## src/rtl/circle_pkg.sv

```systemverilog
// Shared types and widths for the midpoint circle point generator.
package circle_pkg;

    localparam int unsigned COORD_W = 8;
    localparam int unsigned SCRD_W  = COORD_W + 2;
    localparam int unsigned D_W     = COORD_W + 4;
    localparam int unsigned OCT_W   = 3;

    typedef logic [COORD_W-1:0]       coord_t;
    typedef logic signed [SCRD_W-1:0] scoord_t;
    typedef logic signed [D_W-1:0]    dval_t;
    typedef logic [OCT_W-1:0]         oct_t;

    typedef enum logic [2:0] {
        IDLE = 3'd0,
        INIT = 3'd1,
        EMIT = 3'd2,
        STEP = 3'd3,
        FIN  = 3'd4
    } state_t;

endpackage

```

## src/rtl/circle_octant_map.sv

```systemverilog
// Maps (x, y, octant) around the centre to a pixel, with clip and duplicate-slot flags.
module circle_octant_map
    import circle_pkg::*;
(
    input  scoord_t                x,
    input  scoord_t                y,
    input  oct_t                   oct,
    input  logic [COORD_W-1:0]     cx,
    input  logic [COORD_W-1:0]     cy,
    input  logic                   r_zero,
    output logic [COORD_W-1:0]     px,
    output logic [COORD_W-1:0]     py,
    output logic                   in_range,
    output logic                   slot_en
);

    scoord_t cxs;
    scoord_t cys;
    scoord_t px_s;
    scoord_t py_s;

    // Octant coordinate selection in widened signed arithmetic
    always_comb begin
        cxs  = scoord_t'(cx);
        cys  = scoord_t'(cy);
        px_s = cxs;
        py_s = cys;
        case (oct)
            3'd0: begin px_s = cxs + x; py_s = cys + y; end
            3'd1: begin px_s = cxs + y; py_s = cys + x; end
            3'd2: begin px_s = cxs - y; py_s = cys + x; end
            3'd3: begin px_s = cxs - x; py_s = cys + y; end
            3'd4: begin px_s = cxs - x; py_s = cys - y; end
            3'd5: begin px_s = cxs - y; py_s = cys - x; end
            3'd6: begin px_s = cxs + y; py_s = cys - x; end
            default: begin px_s = cxs + x; py_s = cys - y; end
        endcase
    end

    // Suppress slots that would repeat a pixel on the axes or the diagonal
    always_comb begin
        slot_en = 1'b1;
        if (r_zero)
            slot_en = (oct == 3'd0);
        else if (y == '0)
            slot_en = (oct == 3'd0) || (oct == 3'd1) || (oct == 3'd3) || (oct == 3'd5);
        else if (x == y)
            slot_en = (oct == 3'd0) || (oct == 3'd2) || (oct == 3'd4) || (oct == 3'd6);
    end

    assign in_range = (px_s[SCRD_W-1:COORD_W] == 2'b00) && (py_s[SCRD_W-1:COORD_W] == 2'b00);
    assign px       = px_s[COORD_W-1:0];
    assign py       = py_s[COORD_W-1:0];

endmodule

```

## src/rtl/circle_point_gen.sv

```systemverilog
// Midpoint circle rasteriser: streams circle pixels over a valid/ready interface.
module circle_point_gen
    import circle_pkg::*;
(
    input  logic               clk,
    input  logic               rst,
    input  logic               start,
    input  logic [COORD_W-1:0] cx,
    input  logic [COORD_W-1:0] cy,
    input  logic [COORD_W-1:0] radius,
    output logic               out_valid,
    input  logic               out_ready,
    output logic [COORD_W-1:0] px,
    output logic [COORD_W-1:0] py,
    output logic               busy,
    output logic               done
);

    state_t  state_q, state_d;
    coord_t  cx_q, cx_d, cy_q, cy_d, r_q, r_d;
    scoord_t x_q, x_d, y_q, y_d;
    dval_t   d_q, d_d;
    oct_t    oct_q, oct_d;
    logic    out_valid_q, out_valid_d;
    coord_t  px_q, px_d, py_q, py_d;
    logic    busy_q, busy_d, done_q, done_d;

    coord_t  map_px, map_py;
    logic    map_in_range, map_slot_en;
    logic    out_free;
    scoord_t y_inc, x_dec, x_step;
    dval_t   d_step;
    logic    step_exit;

    circle_octant_map u_map (
        .x        (x_q),
        .y        (y_q),
        .oct      (oct_q),
        .cx       (cx_q),
        .cy       (cy_q),
        .r_zero   (r_q == '0),
        .px       (map_px),
        .py       (map_py),
        .in_range (map_in_range),
        .slot_en  (map_slot_en)
    );

    // Next midpoint step: advance y, maybe retreat x, update decision variable
    always_comb begin
        y_inc = y_q + scoord_t'(1);
        x_dec = x_q - scoord_t'(1);
        if (d_q < 0) begin
            x_step = x_q;
            d_step = d_q + (dval_t'(y_inc) <<< 1) + dval_t'(1);
        end else begin
            x_step = x_dec;
            d_step = d_q + ((dval_t'(y_inc) - dval_t'(x_dec)) <<< 1) + dval_t'(1);
        end
        step_exit = (x_step < y_inc);
    end

    // FSM next state, datapath and registered output next values
    always_comb begin
        state_d     = state_q;
        cx_d        = cx_q;
        cy_d        = cy_q;
        r_d         = r_q;
        x_d         = x_q;
        y_d         = y_q;
        d_d         = d_q;
        oct_d       = oct_q;
        out_valid_d = out_valid_q;
        px_d        = px_q;
        py_d        = py_q;
        busy_d      = busy_q;
        done_d      = 1'b0;
        out_free    = !out_valid_q || out_ready;

        if (out_valid_q && out_ready)
            out_valid_d = 1'b0;

        case (state_q)
            IDLE: begin
                if (start) begin
                    cx_d    = cx;
                    cy_d    = cy;
                    r_d     = radius;
                    busy_d  = 1'b1;
                    state_d = INIT;
                end
            end
            INIT: begin
                x_d     = scoord_t'(r_q);
                y_d     = '0;
                d_d     = dval_t'(1) - dval_t'(r_q);
                oct_d   = '0;
                state_d = EMIT;
            end
            EMIT: begin
                if (out_free) begin
                    if (map_slot_en && map_in_range) begin
                        out_valid_d = 1'b1;
                        px_d        = map_px;
                        py_d        = map_py;
                    end
                    if (oct_q == 3'd7)
                        state_d = STEP;
                    else
                        oct_d = oct_q + 3'd1;
                end
            end
            STEP: begin
                // The final point must be accepted before done can be raised
                if (step_exit) begin
                    if (out_free) begin
                        done_d  = 1'b1;
                        state_d = FIN;
                    end
                end else begin
                    x_d     = x_step;
                    y_d     = y_inc;
                    d_d     = d_step;
                    oct_d   = '0;
                    state_d = EMIT;
                end
            end
            FIN: begin
                busy_d  = 1'b0;
                state_d = IDLE;
            end
            default: begin
                state_d = IDLE;
            end
        endcase
    end

    // State and output registers with synchronous reset
    always_ff @(posedge clk) begin
        if (rst) begin
            state_q     <= IDLE;
            cx_q        <= '0;
            cy_q        <= '0;
            r_q         <= '0;
            x_q         <= '0;
            y_q         <= '0;
            d_q         <= '0;
            oct_q       <= '0;
            out_valid_q <= 1'b0;
            px_q        <= '0;
            py_q        <= '0;
            busy_q      <= 1'b0;
            done_q      <= 1'b0;
        end else begin
            state_q     <= state_d;
            cx_q        <= cx_d;
            cy_q        <= cy_d;
            r_q         <= r_d;
            x_q         <= x_d;
            y_q         <= y_d;
            d_q         <= d_d;
            oct_q       <= oct_d;
            out_valid_q <= out_valid_d;
            px_q        <= px_d;
            py_q        <= py_d;
            busy_q      <= busy_d;
            done_q      <= done_d;
        end
    end

    assign out_valid = out_valid_q;
    assign px        = px_q;
    assign py        = py_q;
    assign busy      = busy_q;
    assign done      = done_q;

endmodule

```

## config.mk

```make
export PLATFORM = sky130hd
export DESIGN_NAME = circle_point_gen
export DESIGN_NICKNAME = d
export VERILOG_FILES = /design/src/rtl/circle_pkg.sv /design/src/rtl/circle_octant_map.sv /design/src/rtl/circle_point_gen.sv
export SDC_FILE = /design/constraint.sdc
export NUM_CORES = 1
export LEC_CHECK = 0
export BUFFER_PORTS_ARGS = -buffer_cell sky130_fd_sc_hd__buf_2
export CAP_MARGIN = 20
export CELL_PAD_IN_SITES_DETAIL_PLACEMENT = 0
export CELL_PAD_IN_SITES_GLOBAL_PLACEMENT = 1
export CORE_ASPECT_RATIO = 0.9
export CORE_MARGIN = 8
export CORE_UTILIZATION = 40
export CTS_CLUSTER_SIZE = 8
export DETAILED_ROUTE_END_ITERATION = 10
export GPL_TIMING_DRIVEN = 0
export PLACE_DENSITY_LB_ADDON = 0.1
export SLEW_MARGIN = 0
export SYNTH_ARGS = -nofsm -noshare
export SYNTH_HDL_FRONTEND = slang
export SYNTH_HIERARCHICAL = 1
export SYNTH_SLANG_ARGS = --single-unit
```

## constraint.sdc

```tcl
create_clock -name clk -period 6.01 [get_ports clk]
set_clock_uncertainty 0.1 [all_clocks]
set_input_delay 0.601 -clock clk [delete_from_list [all_inputs] [get_ports clk]]
set_output_delay 0.601 -clock clk [all_outputs]
set_load 0.1 [all_outputs]
```

==> insert_results.sql, run 1 <==
INSERT INTO impl_metrics (metric_group, metric, value, unit) VALUES
('setup_path', 'cp-start-kind', 'flip-flop', ''),
('clock_network', 'clkLatencyLatePin', '0.36', 'ns'),
('sta', 'fmax', '0.175', 'GHz'),
('synth', 'post_synth_main_area_contributors', 'sky130_fd_sc_hd__dfxtp_1, sky130_fd_sc_hd__ha_1, sky130_fd_sc_hd__nand2_1', ''),
('synth', 'fraction_of_registers_with_async_set_reset', '0', '%'),
('clock_network', 'ctsLongestPathBuffers', '2', ''),
('setup_path', 'worst-endpoint-required', '6.18', 'ns'),
('global_route', 'grt_antenna_before_repair', '0', ''),
('synth', 'yosysTopAreaCell', 'sky130_fd_sc_hd__dfxtp_1', ''),
('place', 'gp_routability_congestion', '0.900', ''),
('routing', 'drc', '0', ''),
('layout', 'drive_above_1_share', '9.70', '%'),
('synth', 'ys_ff_latch', '81', ''),
('synth', 'synth_area', '7760', 'sq um'),
('synth', 'synth_enable_flop_cells', '0', ''),
('worst_hold_path', 'min-delay-path-class', 'reg2reg', ''),
('setup_path', 'criticalPathCategory', 'reg2reg', ''),
('sta', 'report.final.slew_viol_count', '0', ''),
('sta', 'hold_viol_final', '0', ''),
('layout', 'seqCellArea', '1620', 'sq um'),
('clock_network', 'tritoncts', 'built', ''),
('layout', 'final_cell_mix', 'sky130_fd_sc_hd__nand2_1, sky130_fd_sc_hd__a21oi_1, sky130_fd_sc_hd__nor2_1', ''),
('layout', 'synthToLayoutAreaGrowth', '11.5', '%'),
('sta', 'final_min_period_over_clock_period', '94.9', '%'),
('global_route', 'global_route.overflow_total', '0', ''),
('floorplanning', 'dieHeight', '148', 'um'),
('global_route', 'grt_first_pass_wirelength', '41400', 'um'),
('floorplanning', 'die_x', '163', 'um'),
('global_route', 'grt_start_max_net_pins', '18', ''),
('layout', 'final_common_cell', 'sky130_fd_sc_hd__nand2_1', ''),
('synth', 'fraction_of_the_yosys_area_taken_by_sequential_cells', '20.9', '%'),
('synth', 'yosys_warnings', '6', ''),
('floorplanning', 'io_pins', '47', ''),
('power_and_ir_drop', 'cellPowerDensity', '353', 'nW/um^2'),
('floorplanning', 'rows', '48', ''),
('synth', 'syn-mean-instance-area', '7.30', 'sq um'),
('sta', 'final.hold.worst_slack', '0.351', 'ns'),
('routing', 'detailedRoute.firstIterationViolations', '597', ''),
('sta', 'final.min_clock_period', '5.70', 'ns'),
('place', 'dp_hpwl', '20600', 'um'),
('flow_run', 'max_cap_viols', '0', ''),
('routing', 'via_per_inst', '5.77', ''),
('clock_network', 'cts_hold_buffers', '0', ''),
('place', 'io_buffer_count', '45', ''),
('sta', 'worst-slew-pin-transition', '1.01', 'ns'),
('synth', 'synth.top_cell.area_share', '20.9', '%'),
('routing', 'postRouteAntennaNets', '0', ''),
('sta', 'unrepaired_setup_endpoints_after_global_routing', 'no', ''),
('power_and_ir_drop', 'static-leakage-power', '3.44', 'nW'),
('synth', 'syn_inst', '1062', ''),
('floorplanning', 'initial_utilization', '40.6', '%'),
('setup_path', 'crit_path_max_fanout', '10', ''),
('floorplanning', 'coreArea', '19100', 'sq um'),
('synth', 'mapped_nets', '1159', ''),
('layout', 'nets', '1216', ''),
('global_route', 'vias_in_the_first_global_route', '7111', ''),
('clock_network', 'root_buffer', 'sky130_fd_sc_hd__clkbuf_16', ''),
('clock_network', 'tritoncts_num_sinks', '81', ''),
('sta', 'setup_viol', '0', ''),
('global_route', 'grt_util_all_layers', '21.9', '%'),
('run_status', 'outcome', 'complete, no violations', ''),
('routing', 'drt-wirelength-per-cell', '19.5', 'um'),
('setup_path', 'cp_endpoint_kind', 'flip-flop', ''),
('power_and_ir_drop', 'ir_drop', '0.194', 'mV'),
('sta', 'relSlewSlack', '32.2', '%'),
('setup_path', 'worst_ep_arrival_time', '5.88', 'ns'),
('clock_network', 'cts_buf_count', '9', ''),
('synth', 'yosysUniqueCellTypes', '77', ''),
('synth', 'postSynth.topFlopCell', 'sky130_fd_sc_hd__dfxtp_1', ''),
('clock_network', 'cts.htree.levels', '3', ''),
('routing', 'routed_wirelength', '26800', 'um'),
('routing', 'dr.pass1.iters', '5', ''),
('routing', 'via_count', '7924', ''),
('clock_network', 'clk_pin_slew_worst_paths', '0.08', 'ns'),
('layout', 'num-fill-cells', '2013', ''),
('layout', 'num_antenna_cells', '0', ''),
('layout', 'core_util_final', '45.3', '%'),
('layout', 'multi_input_comb_area', '5680', 'sq um'),
('floorplanning', 'die_area', '24100', 'sq um');
[critical path, stage by stage, from the launching register on]
cell and delay (ns):
sky130_fd_sc_hd__dfxtp_1 0.39, sky130_fd_sc_hd__buf_2 0.25, sky130_fd_sc_hd__clkinv_2 0.24, sky130_fd_sc_hd__fa_2 0.71
sky130_fd_sc_hd__clkbuf_2 0.27, sky130_fd_sc_hd__buf_2 0.29, sky130_fd_sc_hd__nor3b_1 0.08, sky130_fd_sc_hd__a221oi_1 0.52
sky130_fd_sc_hd__ha_1 0.40, sky130_fd_sc_hd__o41ai_1 0.38, sky130_fd_sc_hd__a21oi_1 0.13, sky130_fd_sc_hd__or4_1 0.54
sky130_fd_sc_hd__a211o_1 0.32, sky130_fd_sc_hd__a22oi_2 0.15, sky130_fd_sc_hd__and4_2 0.36, sky130_fd_sc_hd__buf_2 0.27
sky130_fd_sc_hd__nand2_1 0.08, sky130_fd_sc_hd__a21oi_1 0.14
[what timing repair did]
item,CTS,global route
setup endpoints to repair,17,15
buffers inserted,0,2
pin swaps,0,0
gates resized for setup,3,9
[final cells by class]
| cell class | instances | area share, % |
|---|---|---|
| plain buffers | 68 | 3.34 |
| repair buffers | 47 | 2.78 |
| well taps | 250 | 3.62 |
| multi-input cells | 864 | 65.7 |
| clock buffers | 9 | 2.60 |
| clock inverters | 7 | 1.10 |
| inverters | 48 | 2.10 |
| flip-flops and latches | 81 | 18.8 |
[where the power goes]
| group | total [mW] | internal [mW] | switching, mW | leakage [nW] |
|---|---|---|---|---|
| Sequential | 0.694 | 0.610 | 0.0834 | 0.659 |
| Clock | 0.617 | 0.336 | 0.281 | 0.157 |
| Combinational | 1.74 | 0.689 | 1.05 | 2.63 |
| Total | 3.05 | 1.63 | 1.41 | 3.44 |
[synth_stat cells, drive strengths merged, types with 9 or more instances]
cell type    n
xnor2       58
a21o        11
nor4        10
nand2b      18
xor2        28
nand3       26
buf         16
or3         14
dfxtp       81
o21ai       44
nor2        89
a31oi       10
ha          63
o211ai      16
a21oi      106
a211oi      14
clkbuf      53
o21a        10
mux4         9
inv         47
nor2b       11
nor3        30
nand2      174
[metrics by stage]
step | power, mW | instance area (sq um) | setup TNS (ns) | instances | worst slack [ns]
detailed placement | 2.41 | 8300 | -3.81 | 1357 | -0.380
global placement | 2.41 | 8300 | -2.98 | 1357 | -0.289
finish | 3.05 | 8650 | 0 | 1374 | 0.307
floorplan | 2.01 | 7760 | 0 | 1062 | 1.04
global route | 3.28 | 8650 | 0 | 1374 | 0.0140
CTS | 3.04 | 8620 | 0 | 1373 | 0.0672
[state kept, by name, indices dropped and copies added (netlist names)]
register / count
busy: 1
cx_q: 8
cy_q: 8
d_q: 12
done: 1
oct_q: 3
out_valid: 1
px: 8
py: 8
r_q: 8
state_q: 3
x_q: 10
y_q: 10
[routing by layer]
metal  vias to the layer above  share of wire, %  track usage [%]
met5                         -                 0                0
met4                         0              0.86             3.85
met3                        18               7.7             5.33
met2                       242                39             29.4
met1                      3781                52             34.2
li1                       3883                 -                -
[kinds of logic (layout without fill, tap and decap cells)]
group                      after synthesis  count (layout)  synth area share [%]
adders and majority gates               69              69                  11.7
xor gates and xnor gates                86              86                  10.0
buffers and inverters                  117             179                  6.03
AOI/OAI and AO/OA                      279             279                  23.0
and+or+nand+nor                        413             413                  24.7
DFF                                     81              81                  20.9
muxes                                   17              17                  3.66
[path summary, 6_finish.rpt]
kind	endpoint	slack (ns)	depth (start not counted)	start
setup / recovery	px[7]	0.31	17	oct_q[0]
hold / removal	px[6]	0.35	2	px[6]
setup reg to reg	px[7]	0.31	17	oct_q[0]
hold reg to reg	px[6]	0.35	2	px[6]
Note: power is estimated with default switching activity, not from simulation.
==> run 2, diff against run 1 <==
--- a/config.mk
+++ b/config.mk
@@ -9,7 +9,7 @@
 export CAP_MARGIN = 20
 export CELL_PAD_IN_SITES_DETAIL_PLACEMENT = 0
 export CELL_PAD_IN_SITES_GLOBAL_PLACEMENT = 1
-export CORE_ASPECT_RATIO = 0.9
+export CORE_ASPECT_RATIO = 1.4
 export CORE_MARGIN = 8
 export CORE_UTILIZATION = 40
 export CTS_CLUSTER_SIZE = 8
==> run 2 against run 1 <==
Power up 2.0%. Maximum frequency up 1.2%. Final cell count down 0.22%. Non-clock buffer count down 1. Flip-flop and latch count unchanged. Core utilization about the same. First-iteration DRC count down 18%. Die area up 0.23%.
==> insert_results.sql, run 2 (synthesis results as in run 1) <==
INSERT INTO impl_metrics (metric_group, metric, value, unit) VALUES
('global_route', 'grt_first_pass_wirelength', '43100', 'um'),
('worst_hold_path', 'min-delay-path-class', 'reg2reg', ''),
('power_and_ir_drop', 'ir_drop', '0.209', 'mV'),
('floorplanning', 'dieHeight', '181', 'um'),
('routing', 'via_count', '7905', ''),
('floorplanning', 'die_area', '24200', 'sq um'),
('setup_path', 'worst_r2r_path_depth', '17', ''),
('flow_run', 'max_cap_viols', '0', ''),
('sta', 'worst-slew-pin-transition', '0.992', 'ns'),
('setup_path', 'worst-r2r-setup-slack', '0.37', 'ns'),
('sta', 'fmax', '0.177', 'GHz'),
('sta', 'final.hold.worst_slack', '0.357', 'ns'),
('layout', 'flip_flop_count_of_the_largest_register_all_copies_and_words_added', '12', ''),
('global_route', 'vias_in_the_first_global_route', '7771', ''),
('floorplanning', 'coreArea', '19100', 'sq um'),
('setup_path', 'crit_path_max_fanout', '10', ''),
('layout', 'core_util_final', '45.3', '%'),
('setup_path', 'cp_endpoint_kind', 'flip-flop', ''),
('floorplanning', 'rows', '60', ''),
('power_and_ir_drop', 'p_sw_share', '45.0', '%'),
('global_route', 'grt_antenna_before_repair', '0', ''),
('layout', 'drive_above_1_share', '9.44', '%'),
('clock_network', 'ctsLongestPathBuffers', '2', ''),
('power_and_ir_drop', 'power.share.clock', '21.8', '%'),
('worst_hold_path', 'worstHoldEndpoint', 'px[2]', ''),
('layout', 'final_cell_mix', 'sky130_fd_sc_hd__nand2_1, sky130_fd_sc_hd__a21oi_1, sky130_fd_sc_hd__nor2_1', ''),
('worst_hold_path', 'timing.hold.worst.start', 'px[2]', ''),
('sta', 'relSlewSlack', '33.4', '%'),
('global_route', 'grt_start_max_net_pins', '17', ''),
('clock_network', 'clkLatencyLatePin', '0.35', 'ns'),
('global_route', 'grt_util_all_layers', '22.4', '%'),
('power_and_ir_drop', 'static-leakage-power', '3.45', 'nW'),
('clock_network', 'cts.htree.levels', '3', ''),
('clock_network', 'cts_buf_count', '9', ''),
('setup_path', 'cp-start-kind', 'flip-flop', ''),
('routing', 'dr.pass1.iters', '5', ''),
('routing', 'routed_wirelength', '27200', 'um'),
('floorplanning', 'io_pins', '47', ''),
('floorplanning', 'initial_utilization', '40.5', '%'),
('place', 'gp_routability_congestion', '0.923', ''),
('sta', 'report.final.slew_viol_count', '0', ''),
('setup_path', 'worst-endpoint-required', '6.10', 'ns'),
('sta', 'final.min_clock_period', '5.64', 'ns'),
('power_and_ir_drop', 'cellPowerDensity', '359', 'nW/um^2'),
('setup_path', 'critical_path.cell_chain', 'buf_2 > clkinv_2 > fa_2 > clkbuf_2 > clkbuf_2 > nor3b_1 > a221oi_1 > ha_1 > o41ai_1 > a21oi_1 > or4_1 > a211o_1 > a22oi_2 > nand4_1 > clkbuf_2 > nand2_1 > a21oi_1', ''),
('global_route', 'global_route.overflow_total', '0', ''),
('power_and_ir_drop', 'p_switching', '1.40', 'mW'),
('setup_path', 'cpMaxStageDelayCell', 'sky130_fd_sc_hd__fa_2', ''),
('layout', 'num_antenna_cells', '0', ''),
('layout', 'num-fill-cells', '2105', ''),
('layout', 'biggestRegsByFlops', 'd_q: 12 flops, x_q: 10 flops, y_q: 10 flops', ''),
('routing', 'drt-wirelength-per-cell', '19.8', 'um'),
('routing', 'drc', '0', ''),
('sta', 'hold_viol_final', '0', ''),
('power_and_ir_drop', 'share_comb_of_total_power', '55.8', '%'),
('worst_hold_path', 'worstHoldPathCells', '2', ''),
('layout', 'seqCellArea', '1620', 'sq um'),
('layout', 'synthToLayoutAreaGrowth', '11.7', '%'),
('sta', 'setup_viol', '0', ''),
('setup_path', 'worst_ep_arrival_time', '5.73', 'ns'),
('clock_network', 'root_buffer', 'sky130_fd_sc_hd__clkbuf_16', ''),
('clock_network', 'clk_pin_slew_worst_paths', '0.07', 'ns'),
('clock_network', 'cts_hold_buffers', '0', ''),
('run_status', 'outcome', 'complete, no violations', ''),
('setup_path', 'criticalPathCategory', 'reg2reg', ''),
('clock_network', 'tritoncts_num_sinks', '81', ''),
('layout', 'largest-register', 'd_q', ''),
('floorplanning', 'die_x', '134', 'um'),
('power_and_ir_drop', 'p_int', '1.71', 'mW'),
('setup_path', 'worst_r2r_startpoint', 'oct_q[0]', ''),
('layout', 'final_common_cell', 'sky130_fd_sc_hd__nand2_1', ''),
('setup_path', 'slowest_delay', '0.70', 'ns'),
('routing', 'via_per_inst', '5.77', ''),
('routing', 'detailedRoute.firstIterationViolations', '492', ''),
('clock_network', 'tritoncts', 'built', ''),
('power_and_ir_drop', 'power_frac_seq', '22.4', '%'),
('sta', 'unrepaired_setup_endpoints_after_global_routing', 'no', ''),
('routing', 'postRouteAntennaNets', '0', ''),
('layout', 'nets', '1215', ''),
('place', 'io_buffer_count', '45', ''),
('sta', 'final_min_period_over_clock_period', '93.8', '%'),
('setup_path', 'worst_path_most_repeated_cell', 'sky130_fd_sc_hd__clkbuf_2', ''),
('place', 'dp_hpwl', '21400', 'um'),
('layout', 'multi_input_comb_area', '5680', 'sq um'),
('setup_path', 'worst_r2r_endpoint', 'px[6]', '');
[run 2: layout make-up]
| type | instances | share of cell area, % |
|---|---|---|
| well taps | 248 | 3.58 |
| repair buffers | 45 | 2.60 |
| flip-flops and latches | 81 | 18.7 |
| clock buffers | 9 | 2.60 |
| multi-input cells | 864 | 65.5 |
| clock inverters | 7 | 1.50 |
| inverters | 48 | 2.09 |
| plain buffers | 69 | 3.38 |
[run 2: routing by layer]
metal  share of wire, %  global-route usage, %
met3                3.3                   2.08
met5                  0                      0
met2                 54                   43.5
met1                 38                   23.4
met4                4.2                   10.6
[run 2: through the flow]
stage	setup slack [ns]	cell area, sq um	setup TNS [ns]	std cells	power [mW]
after floorplan	1.04	7760	0	1062	2.01
after global placement	-0.294	8290	-2.96	1355	2.43
after detailed placement	-0.319	8290	-3.19	1355	2.43
after CTS	0.132	8650	0	1371	3.12
after global routing	0.00116	8670	0	1371	3.36
final	0.374	8670	0	1371	3.11
[run 2: critical path, delay by kind of cell, from the launching register on]
| family | cells | cell delay (ns) |
|---|---|---|
| AOI/OAI and AO/OA | 6 | 1.43 |
| adders and majority gates | 2 | 1.07 |
| buffers and inverters | 5 | 1.37 |
| DFF | 1 | 0.40 |
| and+or+nand+nor | 4 | 1.08 |
[run 2: worst max path at each step]
| stage | slack, ns | to | start |
|---|---|---|---|
| detailed placement | -0.32 | px[6] | oct_q[0] |
| finish | 0.37 | px[6] | oct_q[0] |
| global route | 0.001 | py[6] | oct_q[0] |
| CTS | 0.13 | px[6] | oct_q[1] |
| global placement | -0.29 | px[6] | oct_q[0] |
| floorplan | 1.04 | px[2] | oct_q[0] |
[run 2: what timing repair did]
action,CTS,global route
setup endpoints to repair,12,12
buffers inserted,0,0
gates resized for setup,3,7
[run 2: power groups by stage]
stage / registers [mW] / logic, mW / clock network, mW
6_report: 0.696 / 1.73 / 0.679
5_1_grt: 0.707 / 1.94 / 0.717
4_1_cts: 0.695 / 1.73 / 0.693
3_5_place_dp: 0.707 / 1.72 / 0
3_3_place_gp: 0.708 / 1.72 / 0
2_1_floorplan: 0.723 / 1.29 / 0
